[src/rtl/eth_rx_filter_pkg.sv]
`default_nettype none
// ============================================================================
//  Module      : eth_rx_filter_pkg
//  Description : Shared constants and helpers for the Ethernet receive filter:
//                FSM state encoding, CRC-32 constants, SFD, broadcast MAC,
//                minimum frame length and width helpers.
//  Revision    : 1.0 - initial release
// ============================================================================
package eth_rx_filter_pkg;

    // Receive FSM state encoding
    localparam logic [2:0] c_st_idle    = 3'd0;
    localparam logic [2:0] c_st_pre     = 3'd1;
    localparam logic [2:0] c_st_dest    = 3'd2;
    localparam logic [2:0] c_st_src     = 3'd3;
    localparam logic [2:0] c_st_type    = 3'd4;
    localparam logic [2:0] c_st_payload = 3'd5;
    localparam logic [2:0] c_st_tail    = 3'd6;
    localparam logic [2:0] c_st_ignore  = 3'd7;

    localparam logic [31:0] c_crc_poly    = 32'h04c11db7;
    localparam logic [31:0] c_crc_residue = 32'hc704dd7b;
    localparam logic [7:0]  c_sfd         = 8'hd5;
    localparam logic [47:0] c_bcast_mac   = 48'hffff_ffff_ffff;
    localparam int          c_min_frame   = 64;

    // Buffer index width; a single buffer still gets one address bit
    function automatic int buf_w(input int nbuf);
        return (nbuf > 1) ? $clog2(nbuf) : 1;
    endfunction

    function automatic int off_w(input int pb);
        return $clog2(pb);
    endfunction

    function automatic logic [31:0] bitrev32(input logic [31:0] x);
        logic [31:0] r;
        for (int i = 0; i < 32; i++) r[i] = x[31-i];
        return r;
    endfunction

    // One byte of the LSB-first (reflected) CRC-32 update, no final inversion
    function automatic logic [31:0] crc32_byte(input logic [31:0] crc, input logic [7:0] d);
        logic [31:0] c;
        logic [31:0] poly_r;
        poly_r = bitrev32(c_crc_poly);
        c = crc ^ {24'h0, d};
        for (int i = 0; i < 8; i++) c = c[0] ? ((c >> 1) ^ poly_r) : (c >> 1);
        return c;
    endfunction

    // Station address byte in wire order: index 0 is bits [47:40]
    function automatic logic [7:0] mac_byte(input logic [47:0] mac, input logic [2:0] idx);
        logic [7:0] b;
        case (idx)
            3'd0:    b = mac[47:40];
            3'd1:    b = mac[39:32];
            3'd2:    b = mac[31:24];
            3'd3:    b = mac[23:16];
            3'd4:    b = mac[15:8];
            default: b = mac[7:0];
        endcase
        return b;
    endfunction

endpackage
`default_nettype wire

[src/rtl/eth_rx_filter_if.sv]
`default_nettype none
// ============================================================================
//  Module      : eth_rx_filter_if
//  Description : Host-side bundle of the receive filter: packet RAM write
//                port plus the committed-buffer handshake.
//  Revision    : 1.0 - initial release
// ============================================================================
interface eth_rx_filter_if #(
    parameter int NBUF          = 2,
    parameter int PAYLOAD_BYTES = 64
);
    import eth_rx_filter_pkg::*;

    localparam int BUF_W = buf_w(NBUF);
    localparam int OFF_W = off_w(PAYLOAD_BYTES);
    localparam int LEN_W = OFF_W + 1;

    logic [BUF_W+OFF_W-1:0] rx_waddr;
    logic [7:0]             rx_wdata;
    logic                   rx_we;
    logic                   rx_valid;
    logic [BUF_W-1:0]       rx_buf;
    logic [LEN_W-1:0]       rx_len;
    logic                   rx_release;

    modport master (
        output rx_waddr, rx_wdata, rx_we, rx_valid, rx_buf, rx_len,
        input  rx_release
    );

    modport slave (
        input  rx_waddr, rx_wdata, rx_we, rx_valid, rx_buf, rx_len,
        output rx_release
    );

endinterface
`default_nettype wire

[src/rtl/eth_rx_filter_crc32_d8.sv]
`default_nettype none
// ============================================================================
//  Module      : crc32_d8
//  Description : Byte-wide reflected CRC-32 register. init forces all ones,
//                en folds in one byte; otherwise the state holds.
//  Revision    : 1.0 - initial release
// ============================================================================
module crc32_d8 (
    input  wire logic        clk,
    input  wire logic        rst_n,
    input  wire logic        init,
    input  wire logic        en,
    input  wire logic [7:0]  data,
    output logic      [31:0] crc
);
    import eth_rx_filter_pkg::*;

    logic [31:0] r_crc;
    logic [31:0] w_crc_next;

    // Next-state: seed takes priority over a data update
    always_comb begin
        w_crc_next = r_crc;
        if (init)    w_crc_next = '1;
        else if (en) w_crc_next = crc32_byte(r_crc, data);
    end

    // CRC state register
    always_ff @(posedge clk or negedge rst_n) begin
        if (!rst_n) r_crc <= '1;
        else        r_crc <= w_crc_next;
    end

    assign crc = r_crc;

endmodule
`default_nettype wire

[src/rtl/eth_rx_filter.sv]
`default_nettype none
// ============================================================================
//  Module      : eth_rx_filter
//  Description : Ethernet receive filter. Matches destination MAC (and
//                optionally EtherType), captures the payload head into a ring
//                of packet buffers and commits a buffer only on good FCS.
//  Revision    : 1.0 - initial release
// ============================================================================
module eth_rx_filter #(
    parameter int PAYLOAD_BYTES = 64,
    parameter int NBUF          = 2,
    parameter bit ACCEPT_BCAST  = 1'b1,
    parameter bit ETYPE_FILTER  = 1'b0
) (
    input  wire logic        clk,
    input  wire logic        rst_n,
    input  wire logic [7:0]  data,
    input  wire logic [1:0]  ctl,
    input  wire logic [47:0] mac_addr,
    input  wire logic [15:0] etype,
    output logic      [15:0] drop_count,
    eth_rx_filter_if.master  host
);
    import eth_rx_filter_pkg::*;

    localparam int BUF_W  = buf_w(NBUF);
    localparam int OFF_W  = off_w(PAYLOAD_BYTES);
    localparam int LEN_W  = OFF_W + 1;
    localparam int PCNT_W = OFF_W + 2;
    localparam int CNT_W  = $clog2(NBUF + 1);

    logic [2:0]             r_state;
    logic [2:0]             r_cnt;
    logic                   r_uc_ok;
    logic                   r_bc_ok;
    logic [7:0]             r_type_hi;
    logic [OFF_W-1:0]       r_off;
    logic [PCNT_W-1:0]      r_pcnt;
    logic [6:0]             r_flen;
    logic                   r_idle_seen;
    logic                   r_we;
    logic [BUF_W+OFF_W-1:0] r_waddr;
    logic [7:0]             r_wdata;
    logic [BUF_W-1:0]       r_wr_ptr;
    logic [BUF_W-1:0]       r_rd_ptr;
    logic [CNT_W-1:0]       r_count;
    logic [LEN_W-1:0]       r_len [NBUF];
    logic [15:0]            r_drop;

    logic [31:0]      w_crc;
    logic             w_valid_byte;
    logic             w_in_frame;
    logic             w_uc_hit;
    logic             w_bc_hit;
    logic             w_full;
    logic             w_end;
    logic             w_commit;
    logic             w_overflow;
    logic             w_drop;
    logic             w_release;
    logic [LEN_W-1:0] w_len;
    logic [BUF_W-1:0] w_wr_next;
    logic [BUF_W-1:0] w_rd_next;

    assign w_valid_byte = (ctl == 2'b11);
    assign w_in_frame   = (r_state == c_st_dest) || (r_state == c_st_src) ||
                          (r_state == c_st_type) || (r_state == c_st_payload) ||
                          (r_state == c_st_tail);
    assign w_uc_hit     = r_uc_ok && (data == mac_byte(mac_addr, r_cnt));
    assign w_bc_hit     = ACCEPT_BCAST && r_bc_ok && (data == c_bcast_mac[7:0]);
    assign w_full       = (r_count == CNT_W'(NBUF));
    assign w_end        = w_in_frame && !w_valid_byte;
    // An error code also ends the frame, so only a clean 00 end may commit
    assign w_commit     = w_end && (ctl == 2'b00) &&
                          (w_crc == bitrev32(c_crc_residue)) &&
                          (r_flen == 7'(c_min_frame));
    assign w_overflow   = (r_state == c_st_dest) && w_valid_byte && (r_cnt == 3'd5) &&
                          (w_uc_hit || w_bc_hit) && w_full;
    // A frame cut short in DEST never matched its address, so it is not a drop
    assign w_drop       = w_overflow || (w_end && !w_commit && (r_state != c_st_dest));
    assign w_release    = host.rx_release && (r_count != '0);
    assign w_len        = (r_pcnt > PCNT_W'(4)) ? LEN_W'(r_pcnt - PCNT_W'(4)) : '0;
    assign w_wr_next    = (r_wr_ptr == BUF_W'(NBUF - 1)) ? '0 : r_wr_ptr + 1'b1;
    assign w_rd_next    = (r_rd_ptr == BUF_W'(NBUF - 1)) ? '0 : r_rd_ptr + 1'b1;

    crc32_d8 u_crc (
        .clk   (clk),
        .rst_n (rst_n),
        .init  (r_state == c_st_pre),
        .en    (w_in_frame && w_valid_byte),
        .data  (data),
        .crc   (w_crc)
    );

    // Frame parser: preamble sync, address/type filtering, payload capture
    always_ff @(posedge clk or negedge rst_n) begin
        if (!rst_n) begin
            r_state   <= c_st_idle;
            r_cnt     <= '0;
            r_uc_ok   <= 1'b0;
            r_bc_ok   <= 1'b0;
            r_type_hi <= '0;
            r_off     <= '0;
            r_pcnt    <= '0;
            r_flen    <= '0;
            r_we      <= 1'b0;
            r_waddr   <= '0;
        end else begin
            r_we <= 1'b0;
            if (w_in_frame && w_valid_byte && (r_flen != 7'(c_min_frame)))
                r_flen <= r_flen + 1'b1;
            if (((r_state == c_st_payload) || (r_state == c_st_tail)) && w_valid_byte &&
                (r_pcnt != PCNT_W'(PAYLOAD_BYTES + 4)))
                r_pcnt <= r_pcnt + 1'b1;
            case (r_state)
                c_st_idle: begin
                    // Only start after a real idle gap, so a frame already in
                    // flight at reset release is not mistaken for a new one
                    if (w_valid_byte && r_idle_seen) r_state <= c_st_pre;
                end
                c_st_pre: begin
                    if (!w_valid_byte) begin
                        r_state <= c_st_idle;
                    end else if (data == c_sfd) begin
                        r_state <= c_st_dest;
                        r_cnt   <= '0;
                        r_uc_ok <= 1'b1;
                        r_bc_ok <= 1'b1;
                        r_off   <= '0;
                        r_pcnt  <= '0;
                        r_flen  <= '0;
                    end
                end
                c_st_dest: begin
                    if (!w_valid_byte) begin
                        r_state <= c_st_idle;
                    end else if (r_cnt == 3'd5) begin
                        r_cnt <= '0;
                        if (!(w_uc_hit || w_bc_hit) || w_full) r_state <= c_st_ignore;
                        else                                   r_state <= c_st_src;
                    end else begin
                        r_cnt   <= r_cnt + 1'b1;
                        r_uc_ok <= w_uc_hit;
                        r_bc_ok <= w_bc_hit;
                    end
                end
                c_st_src: begin
                    if (!w_valid_byte) begin
                        r_state <= c_st_idle;
                    end else if (r_cnt == 3'd5) begin
                        r_cnt   <= '0;
                        r_state <= c_st_type;
                    end else begin
                        r_cnt <= r_cnt + 1'b1;
                    end
                end
                c_st_type: begin
                    if (!w_valid_byte) begin
                        r_state <= c_st_idle;
                    end else if (r_cnt == 3'd0) begin
                        r_type_hi <= data;
                        r_cnt     <= 3'd1;
                    end else if (ETYPE_FILTER && ({r_type_hi, data} != etype)) begin
                        r_state <= c_st_ignore;
                    end else begin
                        r_state <= c_st_payload;
                    end
                end
                c_st_payload: begin
                    if (!w_valid_byte) begin
                        r_state <= c_st_idle;
                    end else begin
                        r_we    <= 1'b1;
                        r_waddr <= {r_wr_ptr, r_off};
                        r_off   <= r_off + 1'b1;
                        if (r_off == OFF_W'(PAYLOAD_BYTES - 1)) r_state <= c_st_tail;
                    end
                end
                c_st_tail:   if (!w_valid_byte) r_state <= c_st_idle;
                c_st_ignore: if (!w_valid_byte) r_state <= c_st_idle;
                default:     r_state <= c_st_idle;
            endcase
        end
    end

    // Write data pipeline and idle-gap tracker
    always_ff @(posedge clk or negedge rst_n) begin
        if (!rst_n) begin
            r_wdata     <= '0;
            r_idle_seen <= 1'b0;
        end else begin
            r_wdata     <= data;
            r_idle_seen <= (ctl == 2'b00);
        end
    end

    // Buffer ring: commit advances the write side, release the read side
    always_ff @(posedge clk or negedge rst_n) begin
        if (!rst_n) begin
            r_wr_ptr <= '0;
            r_rd_ptr <= '0;
            r_count  <= '0;
            for (int i = 0; i < NBUF; i++) r_len[i] <= '0;
        end else begin
            if (w_commit) begin
                r_len[r_wr_ptr] <= w_len;
                r_wr_ptr        <= w_wr_next;
            end
            if (w_release) r_rd_ptr <= w_rd_next;
            case ({w_commit, w_release})
                2'b10:   r_count <= r_count + 1'b1;
                2'b01:   r_count <= r_count - 1'b1;
                default: r_count <= r_count;
            endcase
        end
    end

    // Saturating count of discarded address-matched frames
    always_ff @(posedge clk or negedge rst_n) begin
        if (!rst_n)                          r_drop <= '0;
        else if (w_drop && (r_drop != '1))   r_drop <= r_drop + 1'b1;
    end

    assign host.rx_we    = r_we;
    assign host.rx_waddr = r_waddr;
    assign host.rx_wdata = r_wdata;
    assign host.rx_valid = (r_count != '0);
    assign host.rx_buf   = r_rd_ptr;
    assign host.rx_len   = r_len[r_rd_ptr];
    assign drop_count    = r_drop;

endmodule
`default_nettype wire

[src/flat_wrapper.sv]
// flat-port wrapper written by rule: the top's interface ports become plain ports
module eth_rx_filter_flat import eth_rx_filter_pkg::*;
#(
    parameter int PAYLOAD_BYTES = 64,
    parameter int NBUF          = 2,
    parameter bit ACCEPT_BCAST  = 1'b1,
    parameter bit ETYPE_FILTER  = 1'b0
)
  (clk, rst_n, data, ctl, mac_addr, etype, drop_count, host_rx_waddr, host_rx_wdata, host_rx_we, host_rx_valid, host_rx_buf, host_rx_len, host_rx_release);
  eth_rx_filter_if #(.NBUF(NBUF), .PAYLOAD_BYTES(PAYLOAD_BYTES)) host_i ();
  input  wire logic clk;
  input  wire logic rst_n;
  input  wire logic [7:0] data;
  input  wire logic [1:0] ctl;
  input  wire logic [47:0] mac_addr;
  input  wire logic [15:0] etype;
  output logic      [15:0] drop_count;
  output wire logic [$bits(host_i.rx_waddr)-1:0] host_rx_waddr;
  output wire logic [$bits(host_i.rx_wdata)-1:0] host_rx_wdata;
  output wire logic [$bits(host_i.rx_we)-1:0] host_rx_we;
  output wire logic [$bits(host_i.rx_valid)-1:0] host_rx_valid;
  output wire logic [$bits(host_i.rx_buf)-1:0] host_rx_buf;
  output wire logic [$bits(host_i.rx_len)-1:0] host_rx_len;
  input wire logic [$bits(host_i.rx_release)-1:0] host_rx_release;
  assign host_rx_waddr = host_i.rx_waddr;
  assign host_rx_wdata = host_i.rx_wdata;
  assign host_rx_we = host_i.rx_we;
  assign host_rx_valid = host_i.rx_valid;
  assign host_rx_buf = host_i.rx_buf;
  assign host_rx_len = host_i.rx_len;
  assign host_i.rx_release = host_rx_release;
  eth_rx_filter #(.PAYLOAD_BYTES(PAYLOAD_BYTES), .NBUF(NBUF), .ACCEPT_BCAST(ACCEPT_BCAST), .ETYPE_FILTER(ETYPE_FILTER)) u_core (.clk(clk), .rst_n(rst_n), .data(data), .ctl(ctl), .mac_addr(mac_addr), .etype(etype), .drop_count(drop_count), .host(host_i));
endmodule
[config.mk]
export PLATFORM = sky130hd
export DESIGN_NAME = eth_rx_filter_flat
export DESIGN_NICKNAME = d
export VERILOG_FILES = /design/src/rtl/eth_rx_filter_pkg.sv /design/src/rtl/eth_rx_filter_if.sv /design/src/rtl/eth_rx_filter_crc32_d8.sv /design/src/rtl/eth_rx_filter.sv /design/src/flat_wrapper.sv
export SDC_FILE = /design/constraint.sdc
export NUM_CORES = 1
export LEC_CHECK = 0
export ABC_AREA = 1
export BUFFER_PORTS_ARGS = -buffer_cell sky130_fd_sc_hd__buf_2
export CAP_MARGIN = 15
export CORE_MARGIN = 2
export CORE_UTILIZATION = 60
export DETAILED_ROUTE_END_ITERATION = 7
export HOLD_SLACK_MARGIN = 0.15
export PLACE_DENSITY = 0.83
export SKIP_CTS_REPAIR_TIMING = 1
export SLEW_MARGIN = 20
export SYNTH_ARGS = -nofsm -noshare
export SYNTH_HDL_FRONTEND = slang
export SYNTH_SLANG_ARGS = --single-unit
[constraint.sdc]
create_clock -name clk -period 6.85 [get_ports clk]
set_input_delay 0.3425 -clock clk [delete_from_list [all_inputs] [get_ports clk]]
set_output_delay 0.3425 -clock clk [all_outputs]
set_load 0.005 [all_outputs]
---- Word level (Yosys, flattened, before mapping) ----
Index checks and enable logic that the tools add are counted.
cells by class
  $add $sub $neg .......................... 10
  order comparisons ....................... 4
  equality and inequality tests ........... 41
  muxes and demuxes ....................... 64
  bitwise gates (word level) .............. 11
  reduce and logical (&&, ||, !) cells .... 47
operators by type and width
  operator                                        number
  two-way mux 32 bit                              10
  NOT 13 -> 14 bit                                8
  two-way mux 7 bit                               9
  two-way mux 3 bit                               19
  case mux 8 bit (5 select lines)                 1
  == test 32 bit (second input constant)          1
  two-way mux 8 bit                               4
  XOR 32 x 8 -> 32 bit                            1
  case mux 3 bit (7 select lines)                 1
  logical AND 1 bit                               20
  == test 3 bit (second input constant)           6
  two-way mux 6 bit                               3
  adder 16 x 1 -> 16 bit (second input constant)  1
  == test 8 bit (second input constant)           2
  != test 16 bit (second input constant)          1
  != test 3 bit (second input constant)           5
  bitwise mux 14 bit                              1
  != test 2 x 1 -> 1 bit (second input constant)  7
  == test 3 x 2 -> 1 bit (second input constant)  4
  case mux 6 bit (2 select lines)                 1
  two-way mux 1 bit                               10
  nonzero test 2 bit                              5
  case mux 3 bit (3 select lines)                 1
  adder 8 x 1 -> 8 bit (second input constant)    1
  35 further kinds                                55
storage, ports and cells
  flip-flop bits (word level) ............. 112
  input port bits ......................... 77
  output and inout bits ................... 41
  logic and storage cells ................. 195

---- Depth between registers and ports, before layout ----
Gate-level depths: netlist of run 1.
  depth after elaboration ................. 19
  mapped depth ............................ 23
  depth with buffers taken out ............ 20

---- By module ----
A second synthesis of run 1 with hierarchy kept.
second synthesis, totals
  cells, all modules ...................... 1,044
  area total of the unflattened synthesis .. 7,440.9 um2
modules (own cells, without submodules)
  module         times used  cells each  area an instance (um2)  sequential area each (um2)
  eth_rx_filter  1           672         4,862.2                 2,001.9
  crc32_d8       1           372         2,578.7                 840.8

---- Worst setup path after synthesis of run 1 ----
OpenSTA, ideal clock, no wires.
  kind .................................... reg-to-reg
  start point ............................. register u_core.r_cnt[0]
  end point ............................... register u_core.r_drop[11], in the netlist u_core.drop_count[11]
  setup time .............................. 117 ps
  arrival ................................. 2,249 ps
  data required time ...................... 6,733 ps
  path slack .............................. 4,484 ps
  cell stages (with the launch flop) ...... 22
  path buffers ............................ 3
  period minus slack after synthesis ...... 2,366 ps
  cell sequence ........................... dfrtp_1 -> buf_6 -> nand2_1 -> inv_1 -> ha_1 -> buf_2 -> nor2_4 -> nand2_4 -> or2_0 -> nand3_1 -> nand2_1 -> clkinv_1 -> nand2_1 -> nor2_2 -> nand3_2 -> nand2_1 -> nand2_2 -> nand2_4 -> nand2_4 -> buf_6 -> nand2_1 -> nand2_1
on the way
  word-level cells in the longest chain between the ends .. 9
  elaborated cells on any way between the ends .. 15
  those cells by class .................... eq/ne (6); mux (1); reduce/logical (8)
ends and longest elaborated chain
  what                                         line                     text
  start, declared                              eth_rx_filter.sv:33      logic [2:0] r_cnt;
  start signal, assigned                       eth_rx_filter.sv:142     r_cnt <= r_cnt + 1'b1;
  start signal, assigned                       eth_rx_filter.sv:154     r_cnt <= r_cnt + 1'b1;
  == test 3 bit, or another cell as far along  eth_rx_filter_pkg.sv:55  case (idx)
  case mux 8 bit (5 select lines)              eth_rx_filter_pkg.sv:55
  == test 8 bit                                eth_rx_filter.sv:69      assign w_uc_hit = r_uc_ok && (data == mac_byte(mac_addr, r_cnt));
  logical AND 1 bit                            eth_rx_filter.sv:69
  logical OR 1 bit                             eth_rx_filter.sv:78      (w_uc_hit || w_bc_hit) && w_full;
  logical AND 1 bit *                          eth_rx_filter.sv:77      assign w_overflow = (r_state == c_st_dest) && w_valid_byte && (r_cnt == 3'd5) &&
  logical AND 1 bit *                          eth_rx_filter.sv:78
  logical OR 1 bit *                           eth_rx_filter.sv:80      assign w_drop = w_overflow || (w_end && !w_commit && (r_state != c_st_dest));
  logical AND 1 bit *                          eth_rx_filter.sv:221     else if (w_drop && (r_drop != '1)) r_drop <= r_drop + 1'b1;
  end signal, assigned                         eth_rx_filter.sv:221
  end, declared                                eth_rx_filter.sv:48      logic [15:0] r_drop;
Every way passes the cells marked *; elsewhere a longest branch is shown, timed or not.
A chain may end at the register's enable or synchronous reset.

---- Final worst setup path of run 1 ----
  start point ............................. register u_core.r_state[2]
  end point ............................... register u_core.u_crc.r_crc[5], in the netlist u_core.u_crc.crc[5]
on the way
  word-level cells in the longest chain between the ends .. 7
  elaborated cells on any way between the ends .. 13
  those cells by class .................... eq/ne (6); mux (1); reduce/logical (6)
ends and longest elaborated chain
  what                            line                          text
  start, declared                 eth_rx_filter.sv:32           logic [2:0] r_state;
  start signal, assigned          eth_rx_filter.sv:98           r_state <= c_st_idle;
  start signal, assigned          eth_rx_filter.sv:119          if (w_valid_byte && r_idle_seen) r_state <= c_st_pre;
  start signal, assigned          eth_rx_filter.sv:123          r_state <= c_st_idle;
  == test 3 x 2 -> 1 bit          eth_rx_filter.sv:66           assign w_in_frame = (r_state == c_st_dest) || (r_state == c_st_src) ||
  logical OR 1 bit (2 in series)  eth_rx_filter.sv:66
  logical OR 1 bit (2 in series)  eth_rx_filter.sv:67           (r_state == c_st_type) || (r_state == c_st_payload) ||
  logical AND 1 bit               eth_rx_filter.sv:90           .en (w_in_frame && w_valid_byte),
  nonzero test 2 bit (no line)    n/a
  end signal, assigned            eth_rx_filter_crc32_d8.sv:31  else r_crc <= w_crc_next;
  end, declared                   eth_rx_filter_crc32_d8.sv:18  logic [31:0] r_crc;
Several ways; a longest one is shown, not always the timed one.

==> reports/qor.yml, run 1 <==
max_freq_mhz: 292.7
die_x_microns: 112.3
grt_use_total_pct: 26.68
worst_path_most_repeated_cell: "o21ai_0"
seqPwrFrac_pct: 36.5
synth_warnings: 0
tns_ns: 0
dieArea_sq_um: 12610
synth-edff-count: 0
cts_buffers: 9
fp.dieH_microns: 112.3
core_area_sq_um: 11420
maxCapViolations: 0
antenna_found_initial: 0
required_ns: 7.12
rsz0062_at_grt: "no"
endpoint_kind: "flop"
drt.antenna.violating_nets: 0
worst_slew_pin_slew_ns: 0.8796
area_delta_synth_final_pct: 12.66
criticalPathCategory: "reg -> reg"
synthArstFlopShare_pct: 100.0
drtIter0Drc: 448
htreeDepth: 3
io_buffers: 101
path_max_fanout: 26
place_ws_ns: 3.569
finalWorstSetupSlack_ns: 3.433
ir_drop_v: 0.0003017
finalSetupViolCount: 0
globalplace.congestion: 0.9517
crit_path_max_incr_delay_ns: 0.87
grt_max_degree: 70
antenna_cells: 0
layout.nets: 1091
outcome: "finished, final reports clean"
holdPathStages: 1
hp-class: "in -> reg"
reg2reg_depth: 11
root_buffer: "clkbuf_16"
nFillCells: 982
start_util_pct: 61.60
grt_pass1_wl_microns: 27530
vias: 6220
startpoint_type: "flop"
drc: 0
drv_slew: 0
row_count: 39
design.portCount: 118
final_common_cell: "nand2_1"
max_slew_margin_pct: 40.91
fin_worst_skew_ns: 0.008494
grt_pass1_vias: 6025
combPwrFrac_pct: 46.0
syn_area_sq_um: 7034
clk_latency_ns: 0.36
avgSynthCellArea_sq_um: 7.738
p_switching_mw: 1.285
layout_common_cells: "nand2_1, inv_1, buf_2"
worst_path_max_delay_cell: "clkinv_1"
critical_path.cell_chain: "nor2_1 -> inv_1 -> nand2_1 -> inv_1 -> nor2_4 -> nor2_1 -> clkinv_1 -> nand2_1 -> o21ai_0 -> o21ai_0 -> o21ai_0"
hold_violations: 0
path_clk_slew_ns: 0.07
synth_flop_cell: "dfrtp_1"
synth_seq_cells: 112
cp_data_arrival_time_ns: 3.69
synthCells: 909
intPower_mw: 1.648
gr-total-overflow: 0
cts_tree: "done"
fin_crit_ns: 3.417
post-route-util_pct: 69.41
cts_sinks: 112
swShare_pct: 43.80
clock_path_buffers: 2
via_per_inst: 5.404
p_leak_nw: 4.025
yosysSeqAreaShare_pct: 40.41
wl_per_cell_microns: 14.13
clockPowerShare_pct: 17.5
dr.pass1.iters: 5
ys_types: 50
drive_above_1_share_pct: 18.65
drt_wl_total_microns: 16270
synth_fp_nets: 997
p_per_area_nw_per_um2: 370.1
dp_hpwl_microns: 12010
timing.final.crit_share_pct: 49.88
[logic make-up after synthesis]
family                     synth area share, %
AOI/OAI and AO/OA                        8.734
adders and majority gates                1.957
DFF                                      40.41
and+or+nand+nor                          28.51
buffers and inverters                    8.360
xor gates and xnor gates                 12.02
[path summary, 6_finish.rpt]
check | end | startpoint | slack [ns]
setup / recovery | u_core.u_crc.crc[5] | u_core.r_state[2] | 3.43
hold / removal | u_core.host.rx_wdata[4] | data[4] | 0.15
setup reg to reg | u_core.u_crc.crc[5] | u_core.r_state[2] | 3.43
hold reg to reg | u_core.r_len[0] | u_core.r_len[0] | 0.49
max in group asynchronous | u_core.host.rx_we | rst_n | 5.06
min in group asynchronous | u_core.drop_count[4] | rst_n | 0.53
[per-stage QoR]
| stage | cell area (sq um) | power [mW] | std cells | hold WS, ns |
|---|---|---|---|---|
| after floorplan | 7034 | 2.073 | 909 | 0.04691 |
| after global placement | 7617 | 2.351 | 1133 | 0.3692 |
| after detailed placement | 7617 | 2.404 | 1133 | 0.3750 |
| after CTS | 7905 | 2.932 | 1149 | -0.01423 |
| after global routing | 7925 | 3.164 | 1151 | 0.1501 |
| final | 7925 | 2.933 | 1151 | 0.1451 |
[cell usage after synthesis (3+ instances only)]
cell type,number,area share (%)
nor2_1,78,4.2
a211oi_1,5,0.53
xnor2_4,3,1.2
xnor2_2,4,0.92
nand3_1,56,4.0
nor2_2,3,0.27
nor3b_1,6,0.64
nor2_4,4,0.64
xnor2_1,22,2.7
inv_2,3,0.16
nand2_4,3,0.48
nand4_1,24,2.1
buf_6,3,0.48
a21oi_1,17,1.2
nor3_1,20,1.4
dfstp_2,32,12
nor4_1,7,0.62
nand2_2,4,0.36
xor2_1,54,6.7
or2_1,3,0.27
inv_4,3,0.27
o21ai_0,43,3.1
clkbuf_1,12,0.64
nand2_1,231,12
o22ai_1,18,1.6
buf_2,5,0.36
clkinv_1,3,0.16
o21ai_1,9,0.64
a22oi_1,5,0.53
ha_1,11,2.0
dfrtp_1,80,28
or2_2,4,0.36
inv_1,114,6.1
[layer usage]
metal	global-route usage [%]	part of all wire, %	wire length (microns)	vias up
met5	0	0	0	-
li1	-	-	-	3102
met3	5.400	4.5	731	28
met4	7.236	1.6	256	0
met1	36.13	45	7395	2946
met2	44.18	48	7885	144
[registers in the layout, indices dropped and copies added (netlist names), 2 cells and up]
register / count
u_core.r_pcnt: 8
u_core.r_cnt: 3
u_core.r_len: 14
u_core.r_state: 3
u_core.r_flen: 7
u_core.host.rx_wdata: 8
u_core.host.rx_waddr: 7
u_core.drop_count: 16
u_core.u_crc.crc: 32
u_core.r_off: 6
u_core.r_count: 2
[area by class of cell]
cell class	instances	area, sq um	share of cell area (%)
repair buffers	105	543.0	6.852
inverters	123	469.2	5.920
flip-flops and latches	112	2843	35.87
clock inverters	7	62.56	0.7894
clock buffers	9	225.2	2.842
well taps	143	178.9	2.258
multi-input cells	652	3603	45.47
[power by group through the flow]
stage / clock, mW / sequential, mW / combinational, mW
after global placement: 0 / 1.07 / 1.28
after CTS: 0.527 / 1.07 / 1.34
after detailed placement: 0 / 1.08 / 1.33
final: 0.514 / 1.07 / 1.35
after global routing: 0.553 / 1.09 / 1.52
after floorplan: 0 / 1.02 / 1.06
[critical path: cells and delay by family (launching register included)]
family	cells	cell delay, ns
flops	1	0.58
simple gates	5	1.22
buf+inv	3	1.13
compound gates	3	0.39
No activity file was read; power rests on OpenSTA's default activity.
==> inputs of run 2 (changes only) <==
--- a/config.mk
+++ b/config.mk
@@ -5,14 +5,14 @@
 export SDC_FILE = /design/constraint.sdc
 export NUM_CORES = 1
 export LEC_CHECK = 0
-export ABC_AREA = 1
+export ABC_AREA = 0
 export BUFFER_PORTS_ARGS = -buffer_cell sky130_fd_sc_hd__buf_2
 export CAP_MARGIN = 15
 export CORE_MARGIN = 2
-export CORE_UTILIZATION = 60
+export CORE_UTILIZATION = 57
 export DETAILED_ROUTE_END_ITERATION = 7
 export HOLD_SLACK_MARGIN = 0.15
-export PLACE_DENSITY = 0.83
+export PLACE_DENSITY = 0.8
 export SKIP_CTS_REPAIR_TIMING = 1
 export SLEW_MARGIN = 20
 export SYNTH_ARGS = -nofsm -noshare
==> constraint.sdc (replaced) <==
create_clock -name clk -period 3.2 [get_ports clk]
set_input_delay 0.16 -clock clk [delete_from_list [all_inputs] [get_ports clk]]
set_output_delay 0.16 -clock clk [all_outputs]
set_load 0.005 [all_outputs]
==> run 2 against run 1 <==
  * Core utilization fell by 2.5 points
  * Combinational power shrank 7%
  * Worst setup slack got worse by 3.2 ns
  * Count of clock-buffer cells in the layout grew 2
  * Largest power group is now sequential cells
  * Clock skew is essentially flat
  * Hold slack gained 0.052 ns
  * Die area is 2.2% lower
  * Critical path depth unchanged
  * Cell count down 20%
  * Largest cell class unchanged
==> reports/qor.yml, run 2 <==
reg2reg_depth: 11  # unchanged
worst_slew_pin_slew_ns: 0.9383  # +0.05871 ns
worst_path_most_repeated_cell: "buf_4"
timing.final.crit_share_pct: 92.57  # +43 points
rsz0062_at_grt: "no"
synth-edff-count: 0  # unchanged
synth_warnings: 0  # unchanged
path_clk_slew_ns: 0.07  # about the same
cts_sinks: 112  # unchanged
r2r-start: "u_core.r_cnt[0]"
critical_path.cell_chain: "buf_4 -> or4bb_1 -> o211ai_2 -> o32ai_1 -> nor3_1 -> a32oi_1 -> nor3_2 -> nor2_2 -> buf_4 -> nor4_2 -> xor2_1"
synthCells: 667  # -27%
grt_pass1_wl_microns: 24560  # -11%
core_area_sq_um: 11320  # -0.85%
ir_drop_v: 0.0005049  # +67%
hp-class: "in -> reg"
ys_types: 61  # +22%
fp.dieH_microns: 111.0  # -1.1%
largest_reg_flops: 32  # unchanged
tns_ns: 0  # unchanged
fin_crit_ns: 2.962  # -0.4546 ns
grt_use_total_pct: 24.26  # -2.4 points
via_per_inst: 5.699  # +5.5%
wl_per_cell_microns: 16.13  # +14%
max_freq_mhz: 337.6  # +15%
power_mw: 4.032  # +37%
dr.pass1.iters: 5  # unchanged
gr-total-overflow: 0  # unchanged
synth_flop_cell: "dfrtp_1"
holdPathStages: 3  # +2
globalplace.congestion: 0.8843  # -7.1%
drt.antenna.violating_nets: 0  # unchanged
p_per_area_nw_per_um2: 532.7  # +44%
synth_top_area_share_pct: 30.66  # +2.2 points
whs_endpoint: "u_core.host.rx_buf"
io_buffers: 101  # unchanged
ys_top_cells_by_count: "dfrtp_1, xnor2_1, nand2_1"
drc: 0  # unchanged
row_count: 39  # unchanged
finalWorstSetupSlack_ns: 0.2376  # -3.195 ns
clock_path_buffers: 2  # unchanged
timing.rr.end: "u_core.drop_count[15]"
criticalPathCategory: "reg -> reg"
area_delta_synth_final_pct: 15.94
path_max_fanout: 27  # +3.8%
start_util_pct: 57.67  # -3.9 points
dp_hpwl_microns: 10670  # -11%
drtIter0Drc: 384  # -14%
final_area_sq_um: 7570  # -4.5%
antenna_cells: 0  # unchanged
dieArea_sq_um: 12330  # -2.2%
max_slew_margin_pct: 37.45  # -3.5 points
hp-start: "host_rx_release"
yosysMostFrequentCell: "dfrtp_1"
synthArstFlopShare_pct: 100.0  # unchanged
worst_path_max_delay_cell: "or4bb_1"
layout_common_cells: "buf_2, dfrtp_1, xnor2_1"
avgSynthCellArea_sq_um: 9.788  # +26%
cts_buffers: 9  # unchanged
maxCapViolations: 0  # unchanged
layout.nets: 860  # -21%
antenna_found_initial: 0  # unchanged
crit_path_max_incr_delay_ns: 0.54  # -0.33 ns
yosysSeqAreaShare_pct: 43.54  # +3.1 points
place_ws_ns: 0.2982  # -3.270 ns
clk_latency_ns: 0.35  # about the same
grt_max_degree: 76  # +8.6%
root_buffer: "clkbuf_16"
final_common_cell: "buf_2"
cp_data_arrival_time_ns: 3.24  # -0.45 ns
outcome: "finished, final reports clean"
hold_violations: 0  # unchanged
p_leak_nw: 3.432  # -15%
reg2reg_setup_slack_ns: 0.24  # -3.20 ns
finalSetupViolCount: 0  # unchanged
endpoint_kind: "flop"
design.portCount: 118  # unchanged
htreeDepth: 3  # unchanged
synth_fp_nets: 755  # -24%
vias: 5243  # -16%
cts_tree: "done"
startpoint_type: "flop"
drt_wl_total_microns: 14840  # -8.8%
postPlaceCellArea_sq_um: 7166  # -5.9%
synth_top_cells_by_area: "dfrtp_1, dfstp_2, xnor2_1"
syn_area_sq_um: 6529  # -7.2%
drive_above_1_share_pct: 26.13  # +7.5 points
nFillCells: 881  # -10%
fin_worst_skew_ns: 0.008068  # -0.0004261 ns
synth_area_leader_cell: "dfrtp_1"
grt_pass1_vias: 5091  # -16%
synth_seq_cells: 112  # unchanged
drv_slew: 0  # unchanged
hold_ws_ns: 0.1966  # +0.05156 ns
die_x_microns: 111.0  # -1.1%
required_ns: 3.48  # -3.64 ns
==> run 2: cell count changes in the layout (fill, tap and decap cells not counted), moves of 16 or more <==
cell | before | now
inv_1 | 114 | 21
o21ai_0 | 43 | 23
nor2_1 | 78 | 46
nand2_1 | 231 | 56
nand4_1 | 24 | 8
nor3_1 | 20 | 39
xnor2_1 | 22 | 63
a21oi_1 | 17 | 36
nand3_1 | 56 | 14
o22ai_1 | 18 | 0
mux2_2 | 0 | 17
==> run 2: how the worst max path moves through the flow <==
stage                     from                     to  slack (ns)
4_1_cts        u_core.r_cnt[2]   u_core.drop_count[7]        0.27
5_1_grt        u_core.r_cnt[0]  u_core.drop_count[15]        0.08
3_3_place_gp   u_core.r_cnt[2]   u_core.drop_count[7]        0.33
3_5_place_dp   u_core.r_cnt[2]  u_core.drop_count[15]        0.30
2_1_floorplan  u_core.r_cnt[0]   u_core.drop_count[1]        0.22
6_report       u_core.r_cnt[0]  u_core.drop_count[15]        0.24
==> run 2: cell type report <==
class                      instances  area, sq um  area share, %
tap                              143        178.9          2.364
clock inverter                     5        38.79         0.5124
timing repair buffer             124        708.2          9.355
multi-input combinational        504         3470          45.83
clock buffer                      11        252.7          3.339
inverter                          21        78.83          1.041
sequential                       112         2843          37.55
==> run 2: kinds of logic (layout without fill, tap and decap cells) <==
group / count (synthesis) / count (layout) / share of synthesized area (%)
XOR/XNOR: 113 / 113 / 15.27
AND/OR/NAND/NOR: 239 / 239 / 19.72
multiplexers: 29 / 29 / 4.772
AO/OA/AOI/OAI: 111 / 111 / 11.02
adder cells (fa/ha/maj): 12 / 12 / 2.281
buffers and inverters: 51 / 161 / 3.392
flip-flops: 112 / 112 / 43.54
==> run 2: per-stage QoR <==
stage | util, % | cells
after floorplan | - | 667
after CTS | 65.87 | 909
after global placement | 63.30 | 893
after detailed placement | 63.30 | 893
final | 66.87 | 920
after global routing | 66.87 | 920
==> run 2: critical path, delay by kind of cell (launching register included) <==
family / cells / cell delay, ns
flops: 1 / 0.39
xor+xnor: 1 / 0.17
compound gates: 3 / 0.44
buf+inv: 2 / 0.43
simple gates: 5 / 1.47
==> run 2: layer usage <==
metal	GRT usage, %	routed length, microns
met3	4.046	635
met4	6.831	252
met2	41.31	7492
met5	0	0
met1	32.27	6456
==> run 2: where the power goes <==
| part | internal, mW | switching (mW) | leakage [nW] |
|---|---|---|---|
| combinational | 0.606 | 0.657 | 1.89 |
| sequential | 1.58 | 0.104 | 1.40 |
| clock | 0.577 | 0.510 | 0.143 |
| total | 2.76 | 1.27 | 3.43 |
==> inputs of run 3 (changes only) <==
--- a/config.mk
+++ b/config.mk
@@ -9,10 +9,10 @@
 export BUFFER_PORTS_ARGS = -buffer_cell sky130_fd_sc_hd__buf_2
 export CAP_MARGIN = 15
 export CORE_MARGIN = 2
-export CORE_UTILIZATION = 57
+export CORE_UTILIZATION = 60
 export DETAILED_ROUTE_END_ITERATION = 7
 export HOLD_SLACK_MARGIN = 0.15
-export PLACE_DENSITY = 0.8
+export PLACE_DENSITY = 0.92
 export SKIP_CTS_REPAIR_TIMING = 1
 export SLEW_MARGIN = 20
 export SYNTH_ARGS = -nofsm -noshare
==> constraint.sdc (replaced) <==
create_clock -name clk -period 3.5 [get_ports clk]
set_input_delay 0.175 -clock clk [delete_from_list [all_inputs] [get_ports clk]]
set_output_delay 0.175 -clock clk [all_outputs]
set_load 0.005 [all_outputs]
==> run 3 against run 2 <==
  * Critical path depth increased by 1
  * Hold slack improved by 0.078 ns
  * Clock skew increased by 0.0075 ns
  * Combinational power decreased by 7%
  * Non-clock buffer count decreased by 2
  * Via count increased by 3.9%
  * Design area decreased by 1.3%
  * Flip-flop and latch count unchanged
  * Sequential power decreased by 8%
  * Largest cell class unchanged
  * Highest routed layer unchanged
==> reports/qor.yml, run 3 (synthesis gave the netlist of run 2 again) <==
layout_common_cells: "buf_2, dfrtp_1, xnor2_1"
fin_cells: 915  # -0.54%
criticalPathCategory: "reg -> reg"
cts_buffers: 9  # unchanged
drc: 0  # unchanged
vias: 5446  # +3.9%
drv_slew: 0  # unchanged
globalplace.congestion: 0.8691  # -1.7%
grt_pass1_wl_microns: 24550  # about the same
post-place-cells: 887  # -0.67%
p_per_area_nw_per_um2: 471.1  # -12%
grt_max_degree: 87  # +14%
design.portCount: 118  # unchanged
area_delta_synth_final_pct: 14.39
power_mw: 3.518  # -13%
cp_data_arrival_time_ns: 3.48  # +0.24 ns
drt.antenna.violating_nets: 0  # unchanged
clk_latency_ns: 0.39  # +0.04 ns
wl_per_cell_microns: 17.02  # +5.5%
layout.nets: 858  # -0.23%
dr.pass1.iters: 7  # +2
hp-start: "ctl[0]"
final_area_sq_um: 7468  # -1.3%
outcome: "finished, final reports clean"
p_leak_nw: 3.386  # -1.3%
antenna_found_initial: 0  # unchanged
largest_reg_flops: 32  # unchanged
postPlaceCellArea_sq_um: 7139  # -0.37%
hp-class: "in -> reg"
io_buffers: 101  # unchanged
timing.rr.end: "u_core.drop_count[5]"
start_util_pct: 60.76  # +3.1 points
path_clk_slew_ns: 0.12  # +0.05 ns
reg2reg_setup_slack_ns: 0.32  # +0.08 ns
via_per_inst: 5.952  # +4.4%
finalSetupViolCount: 0  # unchanged
die_x_microns: 108.3  # -2.4%
drt_wl_total_microns: 15570  # +5.0%
path_max_fanout: 9  # -67%
cts_tree: "done"
finalWorstSetupSlack_ns: 0.3205  # +0.08289 ns
whs_endpoint: "u_core.r_state[2]"
cts_sinks: 112  # unchanged
core_area_sq_um: 10750  # -5.1%
grt_pass1_vias: 5178  # +1.7%
ir_drop_v: 0.0003090  # -39%
antenna_cells: 0  # unchanged
max_freq_mhz: 314.5  # -6.8%
row_count: 38  # -2.6%
drive_above_1_share_pct: 25.68  # -0.45 points
holdPathStages: 3  # unchanged
hold_violations: 0  # unchanged
endpoint_kind: "flop"
grt_use_total_pct: 26.08  # +1.8 points
maxCapViolations: 0  # unchanged
fin_worst_skew_ns: 0.01557  # +0.007497 ns
htreeDepth: 3  # unchanged
r2r-start: "u_core.r_cnt[2]"
drtIter0Drc: 598  # +56%
required_ns: 3.81  # +0.33 ns
final_common_cell: "buf_2"
reg2reg_depth: 12  # +1
worst_slew_pin_slew_ns: 0.8293  # -0.1090 ns
tns_ns: 0  # unchanged
startpoint_type: "flop"
root_buffer: "clkbuf_8"
max_slew_margin_pct: 44.29  # +6.8 points
gr-total-overflow: 0  # unchanged
hold_ws_ns: 0.2748  # +0.07812 ns
rsz0062_at_grt: "no"
dp_hpwl_microns: 11140  # +4.4%
fp.dieH_microns: 108.3  # -2.4%
clock_path_buffers: 2  # unchanged
dieArea_sq_um: 11730  # -4.8%
fin_crit_ns: 3.179  # +0.2171 ns
place_ws_ns: 0.4929  # +0.1947 ns
timing.final.crit_share_pct: 90.84  # -1.7 points
post-route-util_pct: 69.50  # +2.6 points
## run 3: changes by cell type in the layout (fill, tap and decap cells not counted), sizes merged
cell / previous run / this run
clkbuf: 11 / 9
buf: 113 / 110
clkinv: 2 / 3
dlygate4sd3: 11 / 12
clkinvlp: 1 / 0
inv: 23 / 25
## run 3: worst max path at each step
stage | from | to | slack, ns | cells after the start
2_1_floorplan | u_core.r_cnt[0] | u_core.drop_count[1] | 0.52 | 14
3_3_place_gp | u_core.r_cnt[2] | u_core.drop_count[5] | 0.59 | 12
3_5_place_dp | u_core.r_cnt[2] | u_core.drop_count[5] | 0.49 | 12
4_1_cts | u_core.r_cnt[2] | u_core.drop_count[5] | 0.39 | 12
5_1_grt | u_core.r_cnt[2] | u_core.drop_count[5] | 0.07 | 12
6_report | u_core.r_cnt[2] | u_core.drop_count[5] | 0.32 | 12
## run 3: area by class of cell
cell class | count | area, sq um
Sequential cell | 112 | 2843
Multi-Input combinational cell | 504 | 3467
Clock inverter | 7 | 81.33
Fill cell | 777 | 3277
Clock buffer | 9 | 123.9
Tap cell | 140 | 175.2
Inverter | 21 | 78.83
Timing Repair Buffer | 122 | 699.4
## run 3: metal layers
metal	vias to the layer above	GRT usage (%)	share of wire, %
met3	36	3.797	5.7
met2	238	45.10	51
met5	-	0	0
li1	2527	-	-
met4	0	7.601	2.0
met1	2645	34.15	41
## run 3: critical path: stages, from the launching register on
cell and delay [ns]:
dfrtp_1 0.46, inv_1 0.15, ha_1 0.39, inv_1 0.20, a31oi_1 0.23, a2bb2o_4 0.24, nor4_2 0.15, nand4_1 0.21
nor3_2 0.35, nor2_2 0.17, buf_4 0.20, nor3_2 0.18, xor2_1 0.16
## run 3: report_power, final
group / leakage [nW] / switching (mW) / internal, mW
Clock: 0.104 / 0.505 / 0.290
Combinational: 1.88 / 0.624 / 0.549
Sequential: 1.40 / 0.108 / 1.44
Total: 3.39 / 1.24 / 2.28
